==> src/rtl/ctrl_pkg.sv <==
// ctrl_pkg: shared opcode, state and mux-select encodings for the multicycle sequencer
package ctrl_pkg;
  localparam logic [3:0] OP_R    = 4'b0000;
  localparam logic [3:0] OP_LW   = 4'b0001;
  localparam logic [3:0] OP_SW   = 4'b0010;
  localparam logic [3:0] OP_BEQ  = 4'b0011;
  localparam logic [3:0] OP_ADDI = 4'b0100;
  localparam logic [3:0] OP_J    = 4'b0101;
  localparam logic [3:0] OP_HALT = 4'b1111;

  typedef enum logic [3:0] {
    S_FETCH     = 4'd0,
    S_DECODE    = 4'd1,
    S_MEM_ADDR  = 4'd2,
    S_MEM_READ  = 4'd3,
    S_MEM_WB    = 4'd4,
    S_MEM_WRITE = 4'd5,
    S_EXECUTE   = 4'd6,
    S_R_WB      = 4'd7,
    S_BRANCH    = 4'd8,
    S_JUMP      = 4'd9,
    S_ADDI_EX   = 4'd10,
    S_ADDI_WB   = 4'd11,
    S_HALT      = 4'd12,
    S_FAULT     = 4'd13
  } stateT;

  localparam logic [1:0] ALU_ADD   = 2'b00;
  localparam logic [1:0] ALU_SUB   = 2'b01;
  localparam logic [1:0] ALU_FUNCT = 2'b10;

  localparam logic [1:0] SRCB_REGB = 2'b00;
  localparam logic [1:0] SRCB_ONE  = 2'b01;
  localparam logic [1:0] SRCB_IMM  = 2'b10;

  localparam logic [1:0] PC_ALU    = 2'b00;
  localparam logic [1:0] PC_ALUOUT = 2'b01;
  localparam logic [1:0] PC_JUMP   = 2'b10;
endpackage

==> src/rtl/mem_wait_timer.sv <==
// mem_wait_timer: saturating memory-wait counter; timeout fires on the LIMIT-th unanswered cycle
module mem_wait_timer #(
  parameter int LIMIT = 8
) (
  input  logic clock,
  input  logic reset,
  input  logic clear,
  input  logic enable,
  output logic timeout
);
  logic [7:0] count;
  always_ff @(posedge clock or posedge reset)
    if (reset) count <= '0;
    else if (clear) count <= '0;
    else if (enable && count != 8'(LIMIT)) count <= count + 8'd1;
  assign timeout = enable && count == 8'(LIMIT - 1);
endmodule

==> src/rtl/multicycle_control.sv <==
// multicycle_control: FSM sequencer for the shared-ALU 16-bit datapath with memory timeout and retire count
module multicycle_control
  import ctrl_pkg::*;
#(
  parameter int WAIT_LIMIT = 8,
  parameter int CNT_W      = 16
) (
  input  logic             clock,
  input  logic             reset,
  input  logic [3:0]       opcode,
  input  logic             zero,
  input  logic             mem_ready,
  output logic             pc_write,
  output logic             iord,
  output logic             mem_read,
  output logic             mem_write,
  output logic             ir_write,
  output logic             reg_dst,
  output logic             mem_to_reg,
  output logic             reg_write,
  output logic             alu_src_a,
  output logic [1:0]       alu_src_b,
  output logic [1:0]       alu_op,
  output logic [1:0]       pc_source,
  output logic             halted,
  output logic             bus_error,
  output logic             illegal,
  output logic [CNT_W-1:0] retired,
  output logic [3:0]       state_dbg
);
  stateT state, nextState;
  logic timeout, inWait, pcWr, memRd, memWr, irWr, regWr;
  assign inWait = state == S_FETCH || state == S_MEM_READ || state == S_MEM_WRITE;
  mem_wait_timer #(.LIMIT(WAIT_LIMIT)) waitTimer (
    .clock  (clock),
    .reset  (reset),
    .clear  (mem_ready || state != nextState),
    .enable (inWait && !mem_ready),
    .timeout(timeout)
  );
  always_ff @(posedge clock or posedge reset)
    if (reset) state <= S_FETCH;
    else state <= nextState;
  always_ff @(posedge clock or posedge reset)
    if (reset) begin
      retired   <= '0;
      bus_error <= 1'b0;
      illegal   <= 1'b0;
    end else begin
      if (state != S_FETCH && nextState == S_FETCH) retired <= retired + 1'b1;
      if (timeout) bus_error <= 1'b1;
      if (state == S_DECODE && nextState == S_FAULT) illegal <= 1'b1;
    end
  always_comb begin
    nextState = state;
    case (state)
      S_FETCH:     nextState = mem_ready ? S_DECODE : timeout ? S_FAULT : S_FETCH;
      S_DECODE:
        case (opcode)
          OP_R:         nextState = S_EXECUTE;
          OP_LW, OP_SW: nextState = S_MEM_ADDR;
          OP_BEQ:       nextState = S_BRANCH;
          OP_ADDI:      nextState = S_ADDI_EX;
          OP_J:         nextState = S_JUMP;
          OP_HALT:      nextState = S_HALT;
          default:      nextState = S_FAULT;
        endcase
      S_MEM_ADDR:  nextState = opcode == OP_LW ? S_MEM_READ : S_MEM_WRITE;
      S_MEM_READ:  nextState = mem_ready ? S_MEM_WB : timeout ? S_FAULT : S_MEM_READ;
      S_MEM_WRITE: nextState = mem_ready ? S_FETCH : timeout ? S_FAULT : S_MEM_WRITE;
      S_EXECUTE:   nextState = S_R_WB;
      S_ADDI_EX:   nextState = S_ADDI_WB;
      S_MEM_WB, S_R_WB, S_BRANCH, S_JUMP, S_ADDI_WB: nextState = S_FETCH;
      S_HALT:      nextState = S_HALT;
      default:     nextState = S_FAULT;
    endcase
  end
  always_comb begin
    pcWr       = 1'b0;
    iord       = 1'b0;
    memRd      = 1'b0;
    memWr      = 1'b0;
    irWr       = 1'b0;
    reg_dst    = 1'b0;
    mem_to_reg = 1'b0;
    regWr      = 1'b0;
    alu_src_a  = 1'b0;
    alu_src_b  = SRCB_REGB;
    alu_op     = ALU_ADD;
    pc_source  = PC_ALU;
    halted     = 1'b0;
    case (state)
      S_FETCH: begin
        memRd     = 1'b1;
        alu_src_b = SRCB_ONE;
        irWr      = mem_ready;
        pcWr      = mem_ready;
      end
      S_DECODE:    alu_src_b = SRCB_IMM;
      S_MEM_ADDR, S_ADDI_EX: begin
        alu_src_a = 1'b1;
        alu_src_b = SRCB_IMM;
      end
      S_MEM_READ: begin
        memRd = 1'b1;
        iord  = 1'b1;
      end
      S_MEM_WB: begin
        regWr      = 1'b1;
        mem_to_reg = 1'b1;
      end
      S_MEM_WRITE: begin
        memWr = 1'b1;
        iord  = 1'b1;
      end
      S_EXECUTE: begin
        alu_src_a = 1'b1;
        alu_op    = ALU_FUNCT;
      end
      S_R_WB: begin
        regWr   = 1'b1;
        reg_dst = 1'b1;
      end
      S_BRANCH: begin
        alu_src_a = 1'b1;
        alu_op    = ALU_SUB;
        pc_source = PC_ALUOUT;
        pcWr      = zero;
      end
      S_JUMP: begin
        pc_source = PC_JUMP;
        pcWr      = 1'b1;
      end
      S_ADDI_WB:   regWr = 1'b1;
      S_HALT:      halted = 1'b1;
      default:     ;
    endcase
  end
  // Async reset lands in FETCH, whose Moore outputs would otherwise request memory.
  assign pc_write  = pcWr && !reset;
  assign mem_read  = memRd && !reset;
  assign mem_write = memWr && !reset;
  assign ir_write  = irWr && !reset;
  assign reg_write = regWr && !reset;
  assign state_dbg = state;
endmodule

==> config.mk <==
export PLATFORM = sky130hd
export DESIGN_NAME = multicycle_control
export DESIGN_NICKNAME = d
export VERILOG_FILES = /design/src/rtl/ctrl_pkg.sv /design/src/rtl/mem_wait_timer.sv /design/src/rtl/multicycle_control.sv
export SDC_FILE = /design/constraint.sdc
export NUM_CORES = 1
export LEC_CHECK = 0
export ABC_CLOCK_PERIOD_IN_PS = 3900
export CORE_ASPECT_RATIO = 0.7
export CORE_MARGIN = 2
export CORE_UTILIZATION = 50
export CTS_CLUSTER_SIZE = 10
export DETAILED_ROUTE_END_ITERATION = 6
export HOLD_SLACK_MARGIN = 0.12
export PLACE_DENSITY = 0.8
export SLEW_MARGIN = 25
export SYNTH_ARGS = -nofsm -noshare
export SYNTH_HDL_FRONTEND = slang
export SYNTH_SLANG_ARGS = --single-unit
==> constraint.sdc <==
create_clock -name clock -period 3.9 [get_ports clock]
set_input_delay 0.78 -clock clock [delete_from_list [all_inputs] [get_ports clock]]
set_output_delay 0.78 -clock clock [all_outputs]
set_load 0.005 [all_outputs]
# ---- After elaboration in Yosys (flattened, before gate mapping)
# Index checks and enable logic that the tools add are counted.
dict set report word_totals {
  reg_bits 30
  out_inout_bits 38
}
dict set report classes {
  add_sub_neg 2
  n_eq_ne 22
  mux 24
  reduce_logical 27
}
# op n
set op_table {}
lappend op_table {{$pmux W4 S9} 1}
lappend op_table {{$eq A4 B4 Y1 const B} 7}
lappend op_table {{$eq A4 B3 Y1 const B} 6}
lappend op_table {{$mux W4} 6}
lappend op_table {{$pmux W4 S6} 1}
lappend op_table {{$add A16 B1 Y16 const B} 1}
lappend op_table {{$eq A4 B2 Y1 const B} 4}
lappend op_table {{$mux W8} 2}
lappend op_table {{$logic_not A4 Y1} 3}
lappend op_table {{$pmux W2 S2} 3}
lappend op_table {{$logic_and A1 B1 Y1} 10}
lappend op_table {{$mux W1} 9}
lappend op_table {{$add A8 B1 Y8 const B} 1}
lappend op_table {{$eq A4 B1 Y1 const B} 2}
lappend op_table {{$eq A8 B3 Y1 const B} 1}
lappend op_table {{$ne A8 B4 Y1 const B} 1}
lappend op_table {{$reduce_or A2 Y1} 3}
lappend op_table {{$reduce_or A3 Y1} 2}
lappend op_table {{$reduce_or A5 Y1} 1}
lappend op_table {{$ne A4 B4 Y1} 1}
lappend op_table {{$reduce_bool A4 Y1} 1}
lappend op_table {{$reduce_or A4 Y1} 1}
lappend op_table {{$logic_or A1 B1 Y1} 3}
lappend op_table {{$mux W3} 1}
lappend op_table {{other kinds (3)} 4}

# ---- Depth between registers and ports, before layout
# Gate-level depths: netlist (run 1).
dict set report logic_depth {
  word_depth 11
  mapped_depth 9
}

# ---- By module
# Synthesis (run 1) repeated with hierarchy kept, for this count alone.
dict set report unflattened {
  cells_unflattened 218
  hier_area_um2 2026.9
}
# mod n_inst cells_per_inst area_per_inst_um2 seq_area_each_um2
set by_module_without_submodules {}
lappend by_module_without_submodules {multicycle_control 1 169 1577.8 550.5}
lappend by_module_without_submodules {mem_wait_timer 1 49 449.2 200.2}

# ---- Least setup slack after synthesis (run 1)
# OpenSTA, ideal clock, no wires.
dict set report synth_timing {
  path_kind {input-to-output}
  start {input reset}
  end {output pc_write}
  arrival_time_ps 1848
  required_time_ps 3120
  slack_ps 1272
  cell_stages 3
  path_cell_list {inv_1 -> and3_1 -> o21bai_1}
}
dict set report synth_between {
  elab_chain_cells 2
}
# item line_no
set synth_lines {}
lappend synth_lines {{from (decl)} multicycle_control.sv:9} ;# input logic reset,
lappend synth_lines {{$logic_not A1 Y1} multicycle_control.sv:140} ;# assign pc_write = pcWr && !reset;
lappend synth_lines {{$logic_and A1 B1 Y1} multicycle_control.sv:140}
lappend synth_lines {{to (decl)} multicycle_control.sv:13} ;# output logic pc_write,
# Every way passes these cells.

# ---- Worst setup path in the final report (run 1)
dict set report layout_timing {
  start {register state[2], in the netlist state_dbg[2]}
  end {output pc_write}
}
dict set report layout_between {
  elab_chain_cells 3
}
# item line_no
set layout_lines {}
lappend layout_lines {{from (decl)} multicycle_control.sv:31} ;# stateT state, nextState;
lappend layout_lines {{from (signal assigned)} multicycle_control.sv:43} ;# else state <= nextState;
lappend layout_lines {{$eq A4 B4 Y1 or $logic_not A4 Y1 (tied branches)} multicycle_control.sv:92} ;# case (state)
lappend layout_lines {{$pmux W1 S3 *} multicycle_control.sv:92}
lappend layout_lines {{$logic_and A1 B1 Y1 *} multicycle_control.sv:140}
# Mark *: on every way between the ends. The rest lies on a longest branch, timed or not.

==> impl_metrics.yaml, run 1 <==
yosys:
  synth_area_mm2: 0.00202
  ys_seq_area_share_pct: 37.2
  synthesis.nets: 235
  yosysTopAreaCell: "dfrtp_1"
  synth_edf_count: 0
  synth_area_leaders: "dfrtp_1, xor2_1, nor2_1"
  ys_warn_count: 0
  synth_cell_types: 52
  ys_ff_latch: 30
  synth_cells: 224
  synthFlopType: "dfrtp_1"
  synth_top_area_share_pct: 37.2
  syn_avg_cell_area_um2: 9.02
  synthArstFlopShare_pct: 100
clock_network:
  cts_buffers: 5
  cts_resized: 0
  cts_root_buf: "clkbuf_8"
  holdBufCountCts: 0
  htreeDepth: 2
  path_clk_slew_ns: 0.07
  tritoncts: "yes"
  cts.sinks: 30
  cts.path.max_buffers: 2
  cts_setup_buffers: 0
  clk_latency_ns: 0.28
power_and_ir_drop:
  finalPower_mw: 1.56
  p_per_area_mw_per_mm2: 599
  ir_worst_vdd_mv: 0.351
  p_leak_nw: 1.10
timing:
  fin_tns_setup_ns: 0
  layout_min_cycle_time_ns: 3.58
  slew_headroom_pct: 28.3
  rsz0062_at_grt: "no"
  finalSetupViolations: 0
  finalHoldViolCount: 0
  finalMaxSlewViolations: 0
  fmax_mhz: 279
  skew_ns: 0.00708
  worst_slew_pin_slew_ns: 1.07
  post-route-period-util_pct: 91.8
place:
  dp_hpwl_um: 3590
  io_buffers: 45
  place_inst: 313
  place_congestion: 0.943
grt:
  overflow: 0
  grt_first_pass_wirelength_um: 8340
  gr-max-usage-layer: "met2"
  grt_pass1_vias: 1656
  antenna_found_initial: 0
  grt_use_met2_pct: 35.1
  met3_usage_pct: 5.54
  grt_util_all_layers_pct: 23.8
  grt_start_max_net_pins: 31
  met1_usage_pct: 34.5
floorplan:
  io_pins: 46
  die_w_um: 80.0
  design.die.area_mm2: 0.00457
  start_util_pct: 51.8
  die_y_um: 57.2
  rows: 19
  core_mm2: 0.00390
drt:
  drc: 0
  via_per_inst: 5.75
  drt-total-wl_um: 5070
  wl_per_cell_um: 15.8
  dr.pass1.iters: 4
  antenna_left: 0
  vias: 1847
  drt_iter0_drc: 136
critical_path:
  crit_arrival_ns: 2.80
  crit_fanout: 22
  critPathTopFamily: "simple AND/OR/NAND/NOR gates"
  path_buf_inv: 1
  endpoint_kind: "output pin"
  cp_slowest_cell: "nor4_1"
  worstSetupPathType: "reg2out"
  cp_cell_sequence: "nor4_1, and3_1, o21bai_1, clkdlybuf4s50_1"
  required_ns: 3.12
  slowest_delay_ns: 0.97
  crit_path_start_kind: "flip-flop"
run_status:
  outcome: "completed"
cells_and_area:
  multi_input_area_mm2: 0.00116
  fillers: 323
  syn_to_final_growth_pct: 29.0
  nets: 279
  instances_no_fill: 321
  fin_util_pct: 66.9
  n_antenna_cell: 0
  regArea_um2: 751
  drive_gt1_share_pct: 9.67
run:
  drv_cap: 0
worst_hold_path:
  hold_class: "reg2reg"
==> area by class of cell <==
class / instances / area share, %
sequential: 30 / 28.8
clock buffer: 5 / 2.64
inverter: 12 / 1.73
clock inverter: 3 / 1.54
tap: 52 / 2.50
timing repair buffer: 48 / 18.1
multi-input combinational: 171 / 44.7
==> sequential cells by signal (all words and copies together), names as in the netlist <==
| name | count |
|---|---|
| bus_error | 1 |
| waitTimer.count | 8 |
| illegal | 1 |
| retired | 16 |
| state_dbg | 4 |
==> worst reg2reg max path: stages (launching register included) <==
cell,delay (ns)
dfrtp_1,0.63
nor4_1,0.97
a32o_1,0.44
a211oi_2,0.17
nand4bb_4,0.28
nor2_1,0.11
mux2_2,0.30
==> final timing paths <==
kind | endpoint | slack (ns) | cells past startpoint | from
setup / recovery | pc_write | 0.32 | 4 | state_dbg[2]$_DFF_PP0_
setup reg to reg | retired[1]$_DFFE_PP0P_ | 0.88 | 6 | state_dbg[2]$_DFF_PP0_
hold reg to reg | bus_error$_DFFE_PP0P_ | 0.48 | 1 | bus_error$_DFFE_PP0P_
min in group asynchronous | retired[3]$_DFFE_PP0P_ | 1.05 | 3 | reset
max in group asynchronous | retired[2]$_DFFE_PP0P_ | 2.58 | 3 | reset
hold / removal | bus_error$_DFFE_PP0P_ | 0.48 | 1 | bus_error$_DFFE_PP0P_
==> placed cells by master (no fill, tap or decap), types with 2 or more instances in the layout <==
cell             instances
a211oi_1                 3
nor3_1                  13
nand4_1                  7
clkinv_2                 2
o21ai_0                  4
ha_1                     3
xor2_1                  16
o2111ai_1                5
a21oi_1                  6
nor4b_1                  2
clkbuf_8                 5
and3_1                   5
nor2_1                  27
nor2b_1                  3
inv_1                   12
xnor2_1                  7
nand2_1                 13
or2_2                    2
nand3_1                  8
clkdlybuf4s50_1         45
nand2b_1                 4
nor4_1                   6
buf_4                    3
a31oi_1                  2
or3_1                    2
o21a_1                   2
dfrtp_1                 30
nor4_2                   6
o21bai_1                 2
==> per-stage QoR <==
step	instance area, um2	setup WS [ns]	hold WS (ns)
2_1_floorplan	2020	1.27	0.451
3_3_place_gp	2500	0.587	0.454
3_5_place_dp	2500	0.441	0.458
4_1_cts	2610	0.359	0.477
5_1_grt	2610	0.204	0.499
6_report	2610	0.319	0.476
==> routing by layer <==
metal  up-vias  share of wire (%)
met1       864                 47
met4         0                1.6
li1        902                  -
met5         -                  0
met3        10                6.7
met2        71                 44
==> Yosys cell counts (all sizes together) (2+ instances only) <==
master and n:
ha 3, nand2b 4, xor2 16, nor4 13
o2111ai 5, and3 5, inv 12, buf 8
o21a 2, a31oi 2, nand3 8, nor2b 3
a211oi 4, xnor2 7, or2 2, dfrtp 30
a21o 2, clkbuf 3, nor4b 2, o21ai 4
nand2 13, nand4 7, a21oi 7, or3 2
nor2 27, nor3 13, o21bai 2
==> power breakdown <==
| group | internal, mW | switching (mW) |
|---|---|---|
| combinational | 0.369 | 0.431 |
| clock | 0.188 | 0.119 |
| sequential | 0.364 | 0.0896 |
| total | 0.921 | 0.640 |
==> logic make-up after synthesis <==
| kind of cell | count (synthesis) | share of synthesized area, % |
|---|---|---|
| adder cells (fa/ha/maj) | 4 | 2.35 |
| AND/OR/NAND/NOR | 105 | 30.7 |
| XOR/XNOR | 23 | 9.97 |
| multiplexers | 2 | 1.05 |
| AO/OA/AOI/OAI | 37 | 13.6 |
| buffers and inverters | 23 | 5.20 |
| flip-flops | 30 | 37.2 |
(Power assumes the default switching activity.)
==> run 2, diff against run 1 <==
--- a/config.mk
+++ b/config.mk
@@ -6,13 +6,14 @@
 export NUM_CORES = 1
 export LEC_CHECK = 0
 export ABC_CLOCK_PERIOD_IN_PS = 3900
+export CAP_MARGIN = 20
 export CORE_ASPECT_RATIO = 0.7
 export CORE_MARGIN = 2
-export CORE_UTILIZATION = 50
+export CORE_UTILIZATION = 45
 export CTS_CLUSTER_SIZE = 10
 export DETAILED_ROUTE_END_ITERATION = 6
 export HOLD_SLACK_MARGIN = 0.12
-export PLACE_DENSITY = 0.8
+export PLACE_DENSITY = 0.73
 export SLEW_MARGIN = 25
 export SYNTH_ARGS = -nofsm -noshare
 export SYNTH_HDL_FRONTEND = slang
==> run 2 against run 1 <==
  * Fmax is 9.9% higher
  * Final area is 0.58% higher
  * Worst setup slack gained 0.32 ns
  * Clock skew rose by 0.0031 ns
  * Register-to-register slack better by 0.24 ns
  * Utilization down 6.3 points
  * Critical path type unchanged
==> impl_metrics.yaml, run 2 (synthesis gave the netlist of run 1 again) <==
floorplan:
  io_pins: 46
  die_w_um: 84.1
  die_y_um: 60.1
  core_mm2: 0.00433
  design.die.area_mm2: 0.00505
  rows: 20
  start_util_pct: 46.7
power_and_ir_drop:
  power_frac_comb_pct: 52.2
  pwr-share-seq_pct: 27.5
  p_sw_share_pct: 39.9
  ir_worst_vdd_mv: 0.343
  p_leak_nw: 1.11
  power_switching_uw: 625
  p_per_area_mw_per_mm2: 598
  p_int_uw: 943
  pwr-share-clk_pct: 20.3
place:
  io_buffers: 45
  dp_hpwl_um: 3400
  place_congestion: 0.868
cells_and_area:
  syn_to_final_growth_pct: 29.8
  final_common_cell: "clkdlybuf4s50_1"
  top_register: "retired"
  n_antenna_cell: 0
  nets: 280
  largest_reg_flops: 16
  layout_common_cells: "clkdlybuf4s50_1, dfrtp_1, nor2_1"
  fillers: 377
  drive_gt1_share_pct: 9.67
critical_path:
  cp_slowest_cell: "nor4_1"
  endpoint_kind: "output pin"
  timing.rr.end: "retired[1]$_DFFE_PP0P_"
  worstSetupPathType: "reg2out"
  critPathTopFamily: "simple AND/OR/NAND/NOR gates"
  timing.critical_path.from: "state_dbg[3]$_DFF_PP0_"
  crit_path_start_kind: "flip-flop"
  r2r_start: "state_dbg[3]$_DFF_PP0_"
  required_ns: 3.12
  crit_arrival_ns: 2.48
  cp_cell_sequence: "nor4_1, and3_1, o21bai_1, clkdlybuf4s50_1"
  worstSetupPathDepth: 4
  crit_fanout: 18
  slowest_delay_ns: 0.72
  path_buf_inv: 1
  rr_worst_depth: 6
  reg2reg_slack_ns: 1.12
  endpoint: "pc_write"
clock_network:
  clk_latency_ns: 0.28
  path_clk_slew_ns: 0.07
  cts_buffers: 5
  tritoncts: "yes"
  holdBufCountCts: 0
  htreeDepth: 2
  cts_resized: 0
  cts_setup_buffers: 0
  cts.path.max_buffers: 2
  cts_root_buf: "clkbuf_8"
  cts.sinks: 30
grt:
  grt_first_pass_wirelength_um: 7890
  antenna_found_initial: 0
  overflow: 0
  grt_util_all_layers_pct: 19.8
  grt_pass1_vias: 1650
  grt_start_max_net_pins: 31
drt:
  antenna_left: 0
  drt-total-wl_um: 4780
  drc: 0
  via_per_inst: 5.58
  dr.pass1.iters: 4
  wl_per_cell_um: 14.8
  vias: 1807
  drt_iter0_drc: 126
timing:
  finalSetupViolations: 0
  fmax_mhz: 307
  finalMaxSlewViolations: 0
  worst_slew_pin_slew_ns: 0.843
  skew_ns: 0.0101
  fin_hold_ws_ns: 0.467
  layout_min_cycle_time_ns: 3.26
  slew_headroom_pct: 43.3
  rsz0062_at_grt: "no"
  finalHoldViolCount: 0
  post-route-period-util_pct: 83.5
  fin_tns_setup_ns: 0
worst_hold_path:
  hold_class: "reg2reg"
run:
  drv_cap: 0
run_status:
  outcome: "completed"
==> run 2: cell types whose count changed in the layout (fill, tap and decap cells not counted) <==
cell / delta
clkinv_2: -2
clkbuf_8: +1
buf_4: +1
==> run 2: worst min-delay path by stage <==
stage / from / to / slack (ns) / depth (start not counted)
after detailed placement: bus_error$_DFFE_PP0P_ / bus_error$_DFFE_PP0P_ / 0.45 / 1
after global placement: bus_error$_DFFE_PP0P_ / bus_error$_DFFE_PP0P_ / 0.46 / 1
final: bus_error$_DFFE_PP0P_ / bus_error$_DFFE_PP0P_ / 0.47 / 1
after global routing: bus_error$_DFFE_PP0P_ / bus_error$_DFFE_PP0P_ / 0.49 / 1
after floorplan: bus_error$_DFFE_PP0P_ / bus_error$_DFFE_PP0P_ / 0.45 / 1
after CTS: bus_error$_DFFE_PP0P_ / bus_error$_DFFE_PP0P_ / 0.47 / 1
==> run 2: power by group through the flow <==
stage	logic, mW	registers (mW)	clock network, mW
after detailed placement	0.811	0.436	0
after global placement	0.803	0.434	0
final	0.819	0.431	0.318
after CTS	0.817	0.430	0.323
after floorplan	0.520	0.429	0
after global routing	0.906	0.439	0.335
==> run 2: layout make-up <==
class | count | area, um2 | area share, %
Clock buffer | 6 | 82.6 | 3.15
Clock inverter | 1 | 30.0 | 1.15
Inverter | 12 | 45.0 | 1.72
Multi-Input combinational cell | 171 | 1160 | 44.4
Sequential cell | 30 | 751 | 28.6
Tap cell | 55 | 68.8 | 2.62
Timing Repair Buffer | 49 | 480 | 18.3
==> run 2: metrics by stage <==
step	setup WS [ns]	util, %	power [mW]	instances	instance area (um2)
final	0.642	60.6	1.57	324	2620
after global routing	0.423	60.6	1.68	324	2620
after CTS	0.627	60.6	1.57	324	2620
after detailed placement	0.493	58.0	1.25	317	2510
after global placement	0.583	58.0	1.24	317	2510
after floorplan	1.27	-	0.949	224	2020
==> run 2: per-layer routing <==
layer	GRT usage, %	part of all wire (%)
met5	0	0
met2	28.3	41
met4	6.22	0.50
met3	4.97	6.4
met1	29.3	52
==> run 3, diff against run 2 <==
--- a/config.mk
+++ b/config.mk
@@ -5,7 +5,7 @@
 export SDC_FILE = /design/constraint.sdc
 export NUM_CORES = 1
 export LEC_CHECK = 0
-export ABC_CLOCK_PERIOD_IN_PS = 3900
+export ABC_CLOCK_PERIOD_IN_PS = 3400
 export CAP_MARGIN = 20
 export CORE_ASPECT_RATIO = 0.7
 export CORE_MARGIN = 2
==> constraint.sdc (replaced) <==
create_clock -name clock -period 3.4 [get_ports clock]
set_input_delay 0.68 -clock clock [delete_from_list [all_inputs] [get_ports clock]]
set_output_delay 0.68 -clock clock [all_outputs]
set_load 0.005 [all_outputs]
==> run 3 against run 2 <==
  * Utilization is 1.2 points higher
  * Die area stayed put
  * Register-to-register slack worse by 0.36 ns
  * Largest cell class unchanged
  * Clock power is 5% lower
  * Clock skew is 0.0026 ns lower
  * Via count is 3.0% higher
  * Global-route usage is 1.0 points higher
  * First-iteration DRC count is 19% higher
  * Power is 13% higher
  * Critical endpoint unchanged
  * Worst setup slack worse by 0.30 ns
  * Wire length is 1.7% higher
  * Non-clock buffer count is 9 higher
==> impl_metrics.yaml, run 3 (synthesis gave the netlist of run 1 again) <==
critical_path:
  crit_arrival_ns: 2.37
  slowest_delay_ns: 0.80
  reg2reg_slack_ns: 0.76
  cp_cell_sequence: "nor4_1, and3_1, o21bai_1, clkdlybuf4s50_1"
  critPathTopFamily: "simple AND/OR/NAND/NOR gates"
  cp_slowest_cell: "nor4_1"
  endpoint_kind: "output pin"
  crit_fanout: 5
  crit_path_start_kind: "flip-flop"
  required_ns: 2.72
  path_buf_inv: 1
  worstSetupPathType: "reg2out"
timing:
  slew_headroom_pct: 38.0
  layout_setup_ws_ns: 0.347
  fin_tns_setup_ns: 0
  finalMaxSlewViolations: 0
  post-route-period-util_pct: 89.8
  finalHoldViolCount: 0
  rsz0062_at_grt: "no"
  layout_min_cycle_time_ns: 3.05
  skew_ns: 0.00757
  worst_slew_pin_slew_ns: 0.922
  fmax_mhz: 328
  finalSetupViolations: 0
floorplan:
  design.die.area_mm2: 0.00505
  rows: 20
  start_util_pct: 46.7
  die_y_um: 60.1
  die_w_um: 84.1
  io_pins: 46
  core_mm2: 0.00433
grt:
  grt_start_max_net_pins: 31
  grt_first_pass_wirelength_um: 8140
  grt_pass1_vias: 1685
  grt_util_all_layers_pct: 20.8
  overflow: 0
  antenna_found_initial: 0
drt:
  wl_per_cell_um: 14.6
  antenna_left: 0
  vias: 1862
  dr.pass1.iters: 4
  drc: 0
  via_per_inst: 5.57
  drt_iter0_drc: 150
  drt-total-wl_um: 4860
cells_and_area:
  top_register: "retired"
  syn_to_final_growth_pct: 32.3
  largest_reg_flops: 16
  final_common_cell: "clkdlybuf4s50_1"
  layout_common_cells: "clkdlybuf4s50_1, dfrtp_1, nor2_1"
  n_antenna_cell: 0
  nets: 289
  fillers: 357
  drive_gt1_share_pct: 12.9
clock_network:
  htreeDepth: 2
  cts.sinks: 30
  cts_root_buf: "clkbuf_8"
  clk_latency_ns: 0.29
  tritoncts: "yes"
  cts.path.max_buffers: 2
  path_clk_slew_ns: 0.06
  cts_setup_buffers: 0
  cts_buffers: 5
  holdBufCountCts: 0
  cts_resized: 0
place:
  dp_hpwl_um: 3560
  io_buffers: 45
  place_congestion: 0.899
  detailedPlace.worstSlack_ns: 0.224
worst_hold_path:
  hold_class: "reg2reg"
run:
  drv_cap: 0
power_and_ir_drop:
  p_leak_nw: 1.14
  ir_worst_vdd_mv: 0.416
  p_per_area_mw_per_mm2: 661
run_status:
  outcome: "completed"
-- run 3: cell types whose count changed in the layout (fill, tap and decap cells not counted) --
cell,delta
buf_4,+9
bufinv_16,-1
clkinv_2,+1
clkinvlp_4,+1
-- run 3: path summary, 6_finish.rpt --
kind / from / to / cells after the start
setup / recovery: state_dbg[0]$_DFF_PP0_ / pc_write / 4
hold / removal: retired[15]$_DFFE_PP0P_ / retired[15]$_DFFE_PP0P_ / 1
setup reg to reg: waitTimer.count[5]$_DFFE_PP0P_ / retired[10]$_DFFE_PP0P_ / 7
hold reg to reg: retired[15]$_DFFE_PP0P_ / retired[15]$_DFFE_PP0P_ / 1
max in group asynchronous: reset / state_dbg[2]$_DFF_PP0_ / 3
min in group asynchronous: reset / retired[8]$_DFFE_PP0P_ / 3
-- run 3: worst register-to-register path, stage by stage (launching register included) --
cell and delay [ns]:
dfrtp_1 0.42, nor4_1 0.40, a21oi_1 0.22, o2111ai_1 0.40, nand2_1 0.29, buf_4 0.26
nor4_1 0.40, xor2_1 0.17
-- run 3: through the flow --
step,std cells,cell area (um2),utilization [%],power [mW],hold WS [ns]
after floorplan,224,2020,-,1.09,0.451
after global placement,326,2580,59.5,1.45,0.446
after detailed placement,326,2580,59.5,1.46,0.462
after CTS,334,2670,61.7,1.77,0.472
after global routing,334,2670,61.7,1.89,0.495
final,334,2670,61.7,1.77,0.468
-- run 3: power by group --
part	leakage (nW)	internal [mW]	total (mW)	switching (mW)
sequential	0.395	0.418	0.478	0.0593
clock	0.0472	0.162	0.303	0.140
combinational	0.697	0.453	0.986	0.533
-- run 3: per-layer routing --
metal	up-vias	GRT usage (%)	routed length, um
li1	922	-	-
met4	0	7.14	53
met2	66	29.5	2060
met5	-	0	0
met3	5	5.39	312
met1	869	30.6	2440
-- run 3: cell type report --
class | count | area, um2 | area share [%]
Tap cell | 55 | 68.8 | 2.57
Inverter | 12 | 45.0 | 1.69
Clock inverter | 2 | 12.5 | 0.468
Clock buffer | 6 | 82.6 | 3.09
Timing Repair Buffer | 58 | 548 | 20.5
Sequential cell | 30 | 751 | 28.1
Multi-Input combinational cell | 171 | 1160 | 43.6
